## config.mk

```make
export PLATFORM = sky130hd
export DESIGN_NAME = div_arbiter_flat
export DESIGN_NICKNAME = d
export VERILOG_FILES = /design/src/rtl/div_arbiter_if.sv /design/src/rtl/div_arbiter.sv /design/src/flat_wrapper.sv
export SDC_FILE = /design/constraint.sdc
export NUM_CORES = 1
export LEC_CHECK = 0
export BUFFER_PORTS_ARGS = -buffer_cell sky130_fd_sc_hd__buf_2
export CORE_MARGIN = 2
export CORE_UTILIZATION = 34
export DETAILED_ROUTE_END_ITERATION = 16
export PLACE_DENSITY_LB_ADDON = 0.12
export SETUP_SLACK_MARGIN = 0.02
export SLEW_MARGIN = 10
export SYNTH_ARGS = -nofsm -noshare
export SYNTH_HDL_FRONTEND = slang
export SYNTH_SLANG_ARGS = --single-unit
export TNS_END_PERCENT = 10
```

## constraint.sdc

```tcl
create_clock -name clk -period 6.6 [get_ports clk]
set_input_delay 0.99 -clock clk [delete_from_list [all_inputs] [get_ports clk]]
set_output_delay 0.99 -clock clk [all_outputs]
set_load 0.02 [all_outputs]
```

## src/rtl/div_arbiter_if.sv

```systemverilog
// ---------------------------------------------------------------------------
// div_arbiter_if
//
// Purpose: bundles the requester-facing request channel and the shared
// response channel of the divider arbiter into one bus.
//
// Signals:
//   req_valid     [NREQ]        per-requester request valid
//   req_ready     [NREQ]        one-hot grant back to the requesters
//   req_dividend  [NREQ*WIDTH]  requester i at [i*WIDTH +: WIDTH]
//   req_divisor   [NREQ*WIDTH]  same packing as req_dividend
//   rsp_valid                   response valid
//   rsp_ready                   response accept
//   rsp_id        [IDW]         index of the served requester
//   rsp_quotient  [WIDTH]       quotient
//   rsp_remainder [WIDTH]       remainder
//   rsp_err                     divide-by-zero or timeout
//
// Modports:
//   slave  - arbiter view (consumes requests, produces responses)
//   master - requester/consumer view
// ---------------------------------------------------------------------------
interface div_arbiter_if #(
   parameter int NREQ  = 4,
   parameter int WIDTH = 8
);
   localparam int IDW = $clog2(NREQ);

   logic [NREQ-1:0]       req_valid;
   logic [NREQ-1:0]       req_ready;
   logic [NREQ*WIDTH-1:0] req_dividend;
   logic [NREQ*WIDTH-1:0] req_divisor;
   logic                  rsp_valid;
   logic                  rsp_ready;
   logic [IDW-1:0]        rsp_id;
   logic [WIDTH-1:0]      rsp_quotient;
   logic [WIDTH-1:0]      rsp_remainder;
   logic                  rsp_err;

   modport slave (
      input  req_valid, req_dividend, req_divisor, rsp_ready,
      output req_ready, rsp_valid, rsp_id, rsp_quotient, rsp_remainder, rsp_err
   );

   modport master (
      output req_valid, req_dividend, req_divisor, rsp_ready,
      input  req_ready, rsp_valid, rsp_id, rsp_quotient, rsp_remainder, rsp_err
   );
endinterface

```

## src/rtl/div_arbiter.sv

```systemverilog
// ---------------------------------------------------------------------------
// div_arbiter
//
// Purpose: round-robin arbiter and sequencer that shares one iterative
// divider (start/done interface) among NREQ requesters. One request is in
// flight at a time: it is granted, issued to the divider, waited on, and the
// result is returned with the requester ID on a single response channel.
// Division by zero is answered locally (quotient all ones, remainder =
// dividend, err set) without touching the divider.
//
// Optional feature macro: DIV_TIMEOUT_EN
//   defined   - a watchdog aborts a divider operation after TIMEOUT WAIT
//               cycles without div_done, returning q=0, r=0, err=1 and
//               pulsing div_abort.
//   undefined - WAIT is unbounded and div_abort is tied low.
//
// Ports:
//   clk            rising-edge clock
//   rst_n          synchronous active-low reset
//   bus            div_arbiter_if.slave (request + response channels)
//   div_start      one-cycle pulse launching the divider
//   div_dividend   latched dividend, stable while the divider works
//   div_divisor    latched divisor, stable while the divider works
//   div_done       divider completion pulse
//   div_quotient   divider quotient, valid with div_done
//   div_remainder  divider remainder, valid with div_done
//   div_abort      one-cycle divider abort pulse (watchdog only)
// ---------------------------------------------------------------------------
module div_arbiter #(
   parameter int NREQ    = 4,
   parameter int WIDTH   = 8,
   parameter int TIMEOUT = 32
) (
   input  logic             clk,
   input  logic             rst_n,
   div_arbiter_if.slave     bus,
   output logic             div_start,
   output logic [WIDTH-1:0] div_dividend,
   output logic [WIDTH-1:0] div_divisor,
   input  logic             div_done,
   input  logic [WIDTH-1:0] div_quotient,
   input  logic [WIDTH-1:0] div_remainder,
   output logic             div_abort
);
   localparam int IDW = $clog2(NREQ);

   typedef enum logic [1:0] {IDLE, ISSUE, WAIT, RESP} state_t;

   state_t           state;
   logic [IDW-1:0]   ptr;
   logic [IDW-1:0]   winner;
   logic             found;
   logic [NREQ-1:0]  grant;
   logic             handshake;
   logic [WIDTH-1:0] sel_dividend;
   logic [WIDTH-1:0] sel_divisor;

   logic             rsp_valid_q;
   logic [IDW-1:0]   rsp_id_q;
   logic [WIDTH-1:0] rsp_quotient_q;
   logic [WIDTH-1:0] rsp_remainder_q;
   logic             rsp_err_q;

`ifdef DIV_TIMEOUT_EN
   localparam int CNTW = $clog2(TIMEOUT + 1);
   logic [CNTW-1:0]  wait_cnt;
   logic             abort_q;
`endif

   // Round-robin winner search: scan upward from the requester after the
   // last one served, wrapping around, and take the first valid request.
   // The last-served requester is therefore checked last, which is what
   // gives every requester a fair turn.
   always_comb begin
      winner = '0;
      found  = 1'b0;
      for (int k = 1; k <= NREQ; k++) begin
         if (!found && bus.req_valid[(int'(ptr) + k) % NREQ]) begin
            winner = IDW'((int'(ptr) + k) % NREQ);
            found  = 1'b1;
         end
      end
   end

   // Grant and operand selection. The grant is only offered in IDLE and is
   // suppressed while reset is asserted so that no requester sees a
   // handshake that the reset would then throw away.
   always_comb begin
      grant        = '0;
      sel_dividend = '0;
      sel_divisor  = '0;
      for (int i = 0; i < NREQ; i++) begin
         if (winner == IDW'(i)) begin
            sel_dividend = bus.req_dividend[i*WIDTH +: WIDTH];
            sel_divisor  = bus.req_divisor[i*WIDTH +: WIDTH];
         end
      end
      if (found && (state == IDLE) && rst_n) begin
         grant[winner] = 1'b1;
      end
   end

   assign handshake     = |grant;
   assign bus.req_ready = grant;

   assign bus.rsp_valid     = rsp_valid_q;
   assign bus.rsp_id        = rsp_id_q;
   assign bus.rsp_quotient  = rsp_quotient_q;
   assign bus.rsp_remainder = rsp_remainder_q;
   assign bus.rsp_err       = rsp_err_q;

`ifdef DIV_TIMEOUT_EN
   assign div_abort = abort_q;
`else
   assign div_abort = 1'b0;
`endif

   // Sequencer FSM. All outputs are registered here; div_start and
   // div_abort default low every cycle so they can only ever be one-cycle
   // pulses. The response registers are loaded once (on the zero-divisor
   // shortcut, on div_done, or on watchdog expiry) and simply held while
   // the consumer applies backpressure in RESP.
   always_ff @(posedge clk) begin
      if (!rst_n) begin
         state           <= IDLE;
         ptr             <= IDW'(NREQ - 1);
         rsp_valid_q     <= 1'b0;
         rsp_id_q        <= '0;
         rsp_quotient_q  <= '0;
         rsp_remainder_q <= '0;
         rsp_err_q       <= 1'b0;
         div_start       <= 1'b0;
         div_dividend    <= '0;
         div_divisor     <= '0;
`ifdef DIV_TIMEOUT_EN
         wait_cnt        <= '0;
         abort_q         <= 1'b0;
`endif
      end else begin
         div_start <= 1'b0;
`ifdef DIV_TIMEOUT_EN
         abort_q   <= 1'b0;
`endif
         case (state)
            IDLE: begin
               if (handshake) begin
                  ptr          <= winner;
                  rsp_id_q     <= winner;
                  div_dividend <= sel_dividend;
                  div_divisor  <= sel_divisor;
                  if (sel_divisor == '0) begin
                     rsp_quotient_q  <= '1;
                     rsp_remainder_q <= sel_dividend;
                     rsp_err_q       <= 1'b1;
                     rsp_valid_q     <= 1'b1;
                     state           <= RESP;
                  end else begin
                     div_start <= 1'b1;
                     state     <= ISSUE;
                  end
               end
            end

            ISSUE: begin
`ifdef DIV_TIMEOUT_EN
               wait_cnt <= '0;
`endif
               state <= WAIT;
            end

            WAIT: begin
               if (div_done) begin
                  rsp_quotient_q  <= div_quotient;
                  rsp_remainder_q <= div_remainder;
                  rsp_err_q       <= 1'b0;
                  rsp_valid_q     <= 1'b1;
                  state           <= RESP;
               end
`ifdef DIV_TIMEOUT_EN
               else if (wait_cnt == CNTW'(TIMEOUT - 1)) begin
                  rsp_quotient_q  <= '0;
                  rsp_remainder_q <= '0;
                  rsp_err_q       <= 1'b1;
                  rsp_valid_q     <= 1'b1;
                  abort_q         <= 1'b1;
                  state           <= RESP;
               end else begin
                  wait_cnt <= wait_cnt + 1'b1;
               end
`endif
            end

            RESP: begin
               if (bus.rsp_ready) begin
                  rsp_valid_q <= 1'b0;
                  state       <= IDLE;
               end
            end

            default: state <= IDLE;
         endcase
      end
   end
endmodule

```

## src/flat_wrapper.sv

```systemverilog
// flat-port wrapper written by rule: the top's interface ports become plain ports
module div_arbiter_flat 
#(
   parameter int NREQ    = 4,
   parameter int WIDTH   = 8,
   parameter int TIMEOUT = 32
)
  (clk, rst_n, div_start, div_dividend, div_divisor, div_done, div_quotient, div_remainder, div_abort, bus_req_valid, bus_req_dividend, bus_req_divisor, bus_rsp_ready, bus_req_ready, bus_rsp_valid, bus_rsp_id, bus_rsp_quotient, bus_rsp_remainder, bus_rsp_err);
  div_arbiter_if #(.NREQ(NREQ), .WIDTH(WIDTH)) bus_i ();
  input  logic clk;
  input  logic rst_n;
  output logic div_start;
  output logic [WIDTH-1:0] div_dividend;
  output logic [WIDTH-1:0] div_divisor;
  input  logic div_done;
  input  logic [WIDTH-1:0] div_quotient;
  input  logic [WIDTH-1:0] div_remainder;
  output logic div_abort;
  input wire logic [$bits(bus_i.req_valid)-1:0] bus_req_valid;
  input wire logic [$bits(bus_i.req_dividend)-1:0] bus_req_dividend;
  input wire logic [$bits(bus_i.req_divisor)-1:0] bus_req_divisor;
  input wire logic [$bits(bus_i.rsp_ready)-1:0] bus_rsp_ready;
  output wire logic [$bits(bus_i.req_ready)-1:0] bus_req_ready;
  output wire logic [$bits(bus_i.rsp_valid)-1:0] bus_rsp_valid;
  output wire logic [$bits(bus_i.rsp_id)-1:0] bus_rsp_id;
  output wire logic [$bits(bus_i.rsp_quotient)-1:0] bus_rsp_quotient;
  output wire logic [$bits(bus_i.rsp_remainder)-1:0] bus_rsp_remainder;
  output wire logic [$bits(bus_i.rsp_err)-1:0] bus_rsp_err;
  assign bus_i.req_valid = bus_req_valid;
  assign bus_i.req_dividend = bus_req_dividend;
  assign bus_i.req_divisor = bus_req_divisor;
  assign bus_i.rsp_ready = bus_rsp_ready;
  assign bus_req_ready = bus_i.req_ready;
  assign bus_rsp_valid = bus_i.rsp_valid;
  assign bus_rsp_id = bus_i.rsp_id;
  assign bus_rsp_quotient = bus_i.rsp_quotient;
  assign bus_rsp_remainder = bus_i.rsp_remainder;
  assign bus_rsp_err = bus_i.rsp_err;
  div_arbiter #(.NREQ(NREQ), .WIDTH(WIDTH), .TIMEOUT(TIMEOUT)) u_core (.clk(clk), .rst_n(rst_n), .bus(bus_i), .div_start(div_start), .div_dividend(div_dividend), .div_divisor(div_divisor), .div_done(div_done), .div_quotient(div_quotient), .div_remainder(div_remainder), .div_abort(div_abort));
endmodule
```

==> results of run 1 <==
==> power groups by stage <==
stage / sequential (mW) / combinational [mW] / clock (mW)
after global placement: 0.393 / 0.725 / 0
after CTS: 0.388 / 0.729 / 0.178
after floorplan: 0.477 / 0.442 / 0
after global routing: 0.399 / 0.798 / 0.186
after detailed placement: 0.394 / 0.727 / 0
final: 0.387 / 0.721 / 0.174
==> sequential cells by signal, summed over array words and instances, names as in the netlist <==
signal                    count
u_core.bus.rsp_id             2
u_core.bus.rsp_err            1
u_core.bus.rsp_valid          1
u_core.div_start              1
u_core.state                  2
u_core.ptr                    2
u_core.bus.rsp_remainder      8
u_core.div_divisor            8
u_core.bus.rsp_quotient       8
u_core.div_dividend           8
==> worst max-delay path, cell delays in order <==
cell and delay [ns]:
buf_2 0.59, o41a_1 0.35, nand2_1 0.60, nor3b_1 0.38
buf_2 0.20
==> routing by layer <==
layer | vias up | global-route usage (%) | wire length, um
met1 | 1079 | 22.0 | 3000
met2 | 80 | 30.4 | 3270
li1 | 1221 | - | -
met5 | - | 0 | 0
met4 | 0 | 3.36 | 22
met3 | 2 | 3.58 | 467
==> kinds of logic (layout without fill, tap and decap cells) <==
kind of cell / count (synthesis) / in the layout
multiplexers: 40 / 40
flip-flops: 41 / 41
AO/OA/AOI/OAI: 69 / 69
other: 1 / 1
adder cells (fa/ha/maj): 5 / 5
buffers and inverters: 28 / 145
AND/OR/NAND/NOR: 89 / 89
==> cells in the mapped netlist (all sizes together) <==
master | number | share of area, %
o21ba | 1 | 0.42
buf | 10 | 3.1
nand2 | 32 | 5.1
o41a | 1 | 0.47
o22a | 4 | 1.5
o21a | 1 | 0.32
a21boi | 1 | 0.32
ha | 5 | 2.6
nand3 | 17 | 3.6
mux2 | 14 | 6.6
a21oi | 13 | 2.7
nand2b | 5 | 1.3
a211oi | 1 | 0.53
o211a | 1 | 0.42
nor2b | 2 | 0.53
a41oi | 1 | 0.37
a222oi | 1 | 0.42
dfxtp | 41 | 35
a2bb2oi | 8 | 3.0
a211o | 1 | 0.37
and3 | 2 | 0.74
nor3 | 2 | 0.42
o221a | 8 | 3.8
nor3b | 2 | 0.63
nor2 | 22 | 3.5
a31oi | 2 | 1.2
or3 | 1 | 0.26
o21ai | 21 | 4.4
nor4 | 4 | 1.1
o311ai | 1 | 0.69
clkbuf | 10 | 1.6
inv | 8 | 1.3
conb | 1 | 0.16
mux2i | 26 | 11
a2111oi | 1 | 0.37
a21o | 1 | 0.32
o41ai | 1 | 0.37
==> metrics by stage <==
step                cells  utilization [%]  hold WS [ns]  instance area (um2)
floorplan             273                -         0.466                 2370
global placement      462             44.6         0.443                 3020
detailed placement    462             44.6         0.448                 3020
CTS                   470             46.1         0.462                 3110
global route          470             46.1         0.473                 3110
finish                470             46.1         0.458                 3110
==> area by class of cell <==
class                      instances  share of cell area [%]
sequential                        41                    26.4
timing repair buffer             129                    20.8
multi-input combinational        204                    45.5
clock buffer                       6                    2.65
tap                               80                    3.22
inverter                           8                   0.965
clock inverter                     2                   0.442
==> path summary, 6_finish.rpt <==
path | cells after the start | to | from
setup / recovery | 5 | bus_req_ready[1] | rst_n
setup reg to reg | 7 | u_core.bus.rsp_remainder[7]$_SDFFE_PN0P_ | u_core.ptr[0]$_SDFFE_PN1P_
hold / removal | 2 | u_core.div_divisor[3]$_SDFFE_PN0P_ | u_core.div_divisor[3]$_SDFFE_PN0P_
hold reg to reg | 2 | u_core.div_divisor[3]$_SDFFE_PN0P_ | u_core.div_divisor[3]$_SDFFE_PN0P_
==> cells in the final DEF (no fill, tap or decap), types with 7 or more instances in the layout <==
cell | netlist | layout
buf_2 | 2 | 128
dfxtp_1 | 41 | 41
nand2_1 | 32 | 32
mux2i_1 | 26 | 26
nor2_1 | 22 | 22
o21ai_0 | 21 | 21
nand3_1 | 17 | 17
mux2_2 | 14 | 14
a21oi_1 | 13 | 13
inv_1 | 8 | 8
a2bb2oi_1 | 8 | 8
o221a_2 | 7 | 7
==> flow_summary_export.csv, run 1 <==
group,metric,value,unit
pwr,power.leakage,1.53,nW
final_layout,final_nets,482,
timing,grt_setup_unrepaired,"no",
timing,skew,0.0126,ns
synthesis,synth_mux_area_share,17.6,%
pwr,power_switching,0.580,mW
timing,max_slew.worst_pin.slew,1.02,ns
drt,via_count,2382,
critical_path,required,5.61,ns
flow_run,cap_violations,0,
grt,grt_pass1_wl,10500,um
clock_network,cts-root-buf,"clkbuf_8",
grt,antenna_found_initial,0,
status,status,"complete, no violations",
timing,min_period_over_period,62.5,%
pwr,vdd_drop_max,0.202,mV
timing,setup_slack,2.47,ns
synthesis,synth_area_per_cell,8.69,um2
critical_path,crit_type,"in2out",
critical_path,end_kind,"primary output",
critical_path,worstPathMaxFanout,42,
placed_design,place_congestion,0.808,
drt,drt_first_pass_iters,4,
placed_design,dp_worst_setup_slack,2.50,ns
drt,ant_nets,0,
critical_path,cp.arrival,3.14,ns
placed_design,port_buffers,128,
die,pin_count,130,
pwr,power_frac_comb,56.2,%
grt,overflow,0,
final_layout,fill_cells,727,
drt,first_iter_violations,106,
synthesis,synth_compound_area_share,21.9,%
clock_network,cts_tree,"yes",
clock_network,cts_resized,0,
pwr,p_sw_share,45.2,%
synthesis,syn-cell-area,2370,um2
timing,fin_tns_setup,0,ns
synthesis,synth_fa_ha_area_share,2.64,%
die,die_h,87.5,um
timing,max_freq,242,MHz
die,dieArea,7660,um2
clock_network,htreeDepth,2,
critical_path,rrSetupSlack,3.48,ns
synthesis,synth_cell_types,43,
synthesis,yosys_warnings,0,
pwr,seqPwrFrac,30.2,%
clock_network,ctsHoldBuffers,0,
min_path,hold_path.class,"reg2reg",
clock_network,cts_max_path_buffers,2,
synthesis,synth_simple_gate_area_share,17.1,%
die,std_cell_rows,30,
final_layout,post_route_cells_drive_above_1_share,41.8,%
timing,hold_viol,0,
clock_network,cts.sinks,41,
drt,remaining_drc_errors,0,
pwr,internal_power,0.702,mW
timing,slew_headroom,32.2,%
critical_path,critPathLaunchType,"primary input",
grt,grt.total_usage,17.3,%
final_layout,antennaDiodeCount,0,
grt,grt_pass1_vias,2174,
final_layout,synthToLayoutAreaGrowth,31.2,%
synthesis,synth-seq-cells,41,
clock_network,clk_pin_slew_worst_paths,0.09,ns
synthesis,netlist_instances,273,
clock_network,cts_buffers,5,
timing,finalMaxSlewViolations,0,
synthesis,synthesis.nets,366,
die,coreArea,6760,um2
die,start_util,35.1,%
timing,period_minus_slack,4.13,ns
drt,wire_per_inst,14.4,um
timing,setup_viol,0,
clock_network,worstSkewPairLatency,0.29,ns
synthesis,yosysSeqAreaShare,34.6,%
die,die_width,87.5,um
pwr,p_total,1.28,mW
final_layout,multi_input_area,1420,um2
clock_network,cts_setup_buffers,0,
drt,viasPerCell,5.07,
pwr,power_frac_clock,13.6,%
synthesis,synth_xor_area_share,0,%
placed_design,dpl.hpwl,5240,um
synthesis,synth_top_family_by_area,"compound AO/OA/AOI/OAI gates",
pwr,p_per_area,412,nW/um2
drt,wl,6760,um
grt,grt_max_degree,43,
final_layout,ff_latch_area,821,um2
Power figures use the tool's default switching activity.
==> run 2, diff against run 1 <==
==> constraint.sdc (replaced) <==
create_clock -name clk -period 3.74 [get_ports clk]
set_input_delay 0.561 -clock clk [delete_from_list [all_inputs] [get_ports clk]]
set_output_delay 0.561 -clock clk [all_outputs]
set_load 0.02 [all_outputs]
==> flow_summary_export.csv, run 2 (synthesis results as in run 1) <==
group,metric,value,unit
clock_network,cts_resized,0,
die,die_h,87.5,um
min_path,hold_path.class,"reg2reg",
grt,grt_max_degree,42,
critical_path,crit_chain,"buf_2 > o21a_1 > a211oi_4 > buf_4 > mux2i_1 > mux2i_1 > nand3_1 > o311ai_2 > o21ba_2",
grt,grt_pass1_vias,2220,
timing,setup_viol,0,
final_layout,antennaDiodeCount,0,
timing,period_minus_slack,2.99,ns
die,std_cell_rows,30,
critical_path,cp_slowest_cell,"o311ai_2",
die,start_util,35.1,%
final_layout,post_route_cells_drive_above_1_share,42.5,%
timing,hold_viol,0,
timing,min_period_over_period,79.8,%
critical_path,end_kind,"flop",
pwr,p_sw_share,42.7,%
timing,skew,0.00790,ns
drt,first_iter_violations,125,
pwr,p_per_area,752,nW/um2
grt,overflow,0,
timing,grt_setup_unrepaired,"no",
critical_path,crit_top_cell,"mux2i_1",
clock_network,cts_tree,"yes",
final_layout,final_common_cell,"buf_2",
drt,drt_first_pass_iters,4,
die,die_width,87.5,um
drt,ant_nets,0,
pwr,power_frac_comb,53.9,%
final_layout,fin_area,3190,um2
critical_path,crit_family,"compound AO/OA/AOI/OAI gates",
critical_path,worstPathMaxFanout,28,
critical_path,cp.arrival,3.19,ns
placed_design,dp.cells,467,
clock_network,cts_max_path_buffers,2,
timing,finalMaxSlewViolations,0,
drt,viasPerCell,5.01,
die,pin_count,130,
critical_path,required,3.94,ns
drt,wire_per_inst,14.3,um
clock_network,clk_pin_slew_worst_paths,0.09,ns
clock_network,cts-root-buf,"clkbuf_8",
clock_network,cts.sinks,41,
critical_path,max_stage_delay,0.66,ns
drt,via_count,2381,
clock_network,ctsHoldBuffers,0,
clock_network,cts_buffers,5,
pwr,internal_power,1.37,mW
critical_path,critPathLaunchType,"primary input",
pwr,seqPwrFrac,28.1,%
timing,max_freq,335,MHz
placed_design,placed_cell_area,3050,um2
pwr,p_total,2.40,mW
timing,fin_tns_setup,0,ns
timing,max_slew.worst_pin.slew,0.740,ns
pwr,vdd_drop_max,0.298,mV
drt,remaining_drc_errors,0,
clock_network,htreeDepth,2,
final_layout,final_nets,487,
status,status,"complete, no violations",
pwr,power_switching,1.03,mW
pwr,power_frac_clock,18.0,%
pwr,power.leakage,1.57,nW
final_layout,most-common-layout-cells,"buf_2 (128), dfxtp_1 (41), nand2_1 (32), mux2i_1 (26), nor2_1 (22)",
clock_network,worstSkewPairLatency,0.30,ns
die,dieArea,7660,um2
placed_design,place_congestion,0.849,
flow_run,cap_violations,0,
grt,antenna_found_initial,0,
critical_path,crit_type,"in2reg",
drt,wl,6780,um
die,coreArea,6760,um2
timing,slew_headroom,50.7,%
clock_network,cts_setup_buffers,0,
grt,grt_pass1_wl,10700,um
critical_path,worst-path-buf-inv,2,
placed_design,port_buffers,128,
final_layout,synthToLayoutAreaGrowth,34.5,%
grt,grt.total_usage,17.8,%
placed_design,dpl.hpwl,5380,um
final_layout,final_cells,475,
run 2: cell types whose count changed in the layout (fill, tap and decap cells not counted):
cell,previous run,this run
buf_4,1,6
clkinv_2,1,0
clkinv_4,1,0
inv_6,0,1
bufinv_16,0,2
clkbuf_8,6,5
run 2: final timing paths:
| path | startpoint | end | cells past startpoint | slack, ns |
|---|---|---|---|---|
| worst min-delay path | u_core.div_divisor[3]$_SDFFE_PN0P_ | u_core.div_divisor[3]$_SDFFE_PN0P_ | 2 | 0.46 |
| worst max register to register | u_core.ptr[0]$_SDFFE_PN1P_ | u_core.bus.rsp_err$_SDFFE_PN0P_ | 8 | 0.88 |
| worst max-delay path | bus_req_valid[1] | u_core.bus.rsp_err$_SDFFE_PN0P_ | 9 | 0.75 |
| worst min register to register | u_core.div_divisor[3]$_SDFFE_PN0P_ | u_core.div_divisor[3]$_SDFFE_PN0P_ | 2 | 0.46 |
run 2: tightest hold or removal path: stages (launching register included):
cell	delay (ns)
dfxtp_1	0.31
nand3_1	0.06
nand2_1	0.04
run 2: power by group through the flow:
stage                     combinational (mW)  clock (mW)  sequential, mW
after global placement                  1.30           0           0.686
after detailed placement                1.31           0           0.687
after CTS                               1.31       0.440           0.678
after global routing                    1.43       0.458           0.696
after floorplan                        0.780           0           0.842
final                                   1.29       0.431           0.675
run 2: layer usage:
| layer | share of wire [%] | vias up | global-route usage, % |
|---|---|---|---|
| met5 | 0 | - | 0 |
| met3 | 5.7 | 9 | 3.02 |
| met4 | 1.2 | 0 | 4.62 |
| met1 | 45 | 1068 | 23.0 |
| li1 | - | 1229 | - |
| met2 | 48 | 75 | 31.0 |
run 2: stage by stage:
stage	setup WS (ns)	util (%)	hold WS [ns]
floorplan	0.924	-	0.466
global placement	0.511	45.2	0.442
detailed placement	0.429	45.2	0.448
CTS	0.739	47.2	0.461
global route	0.560	47.2	0.472
finish	0.754	47.2	0.457
run 2: final cells by class:
type / instances / area, um2
Clock buffer: 5 / 68.8
Clock inverter: 3 / 68.8
Fill cell: 713 / 3560
Inverter: 8 / 30.0
Multi-Input combinational cell: 204 / 1420
Sequential cell: 41 / 821
Tap cell: 80 / 100
Timing Repair Buffer: 134 / 686
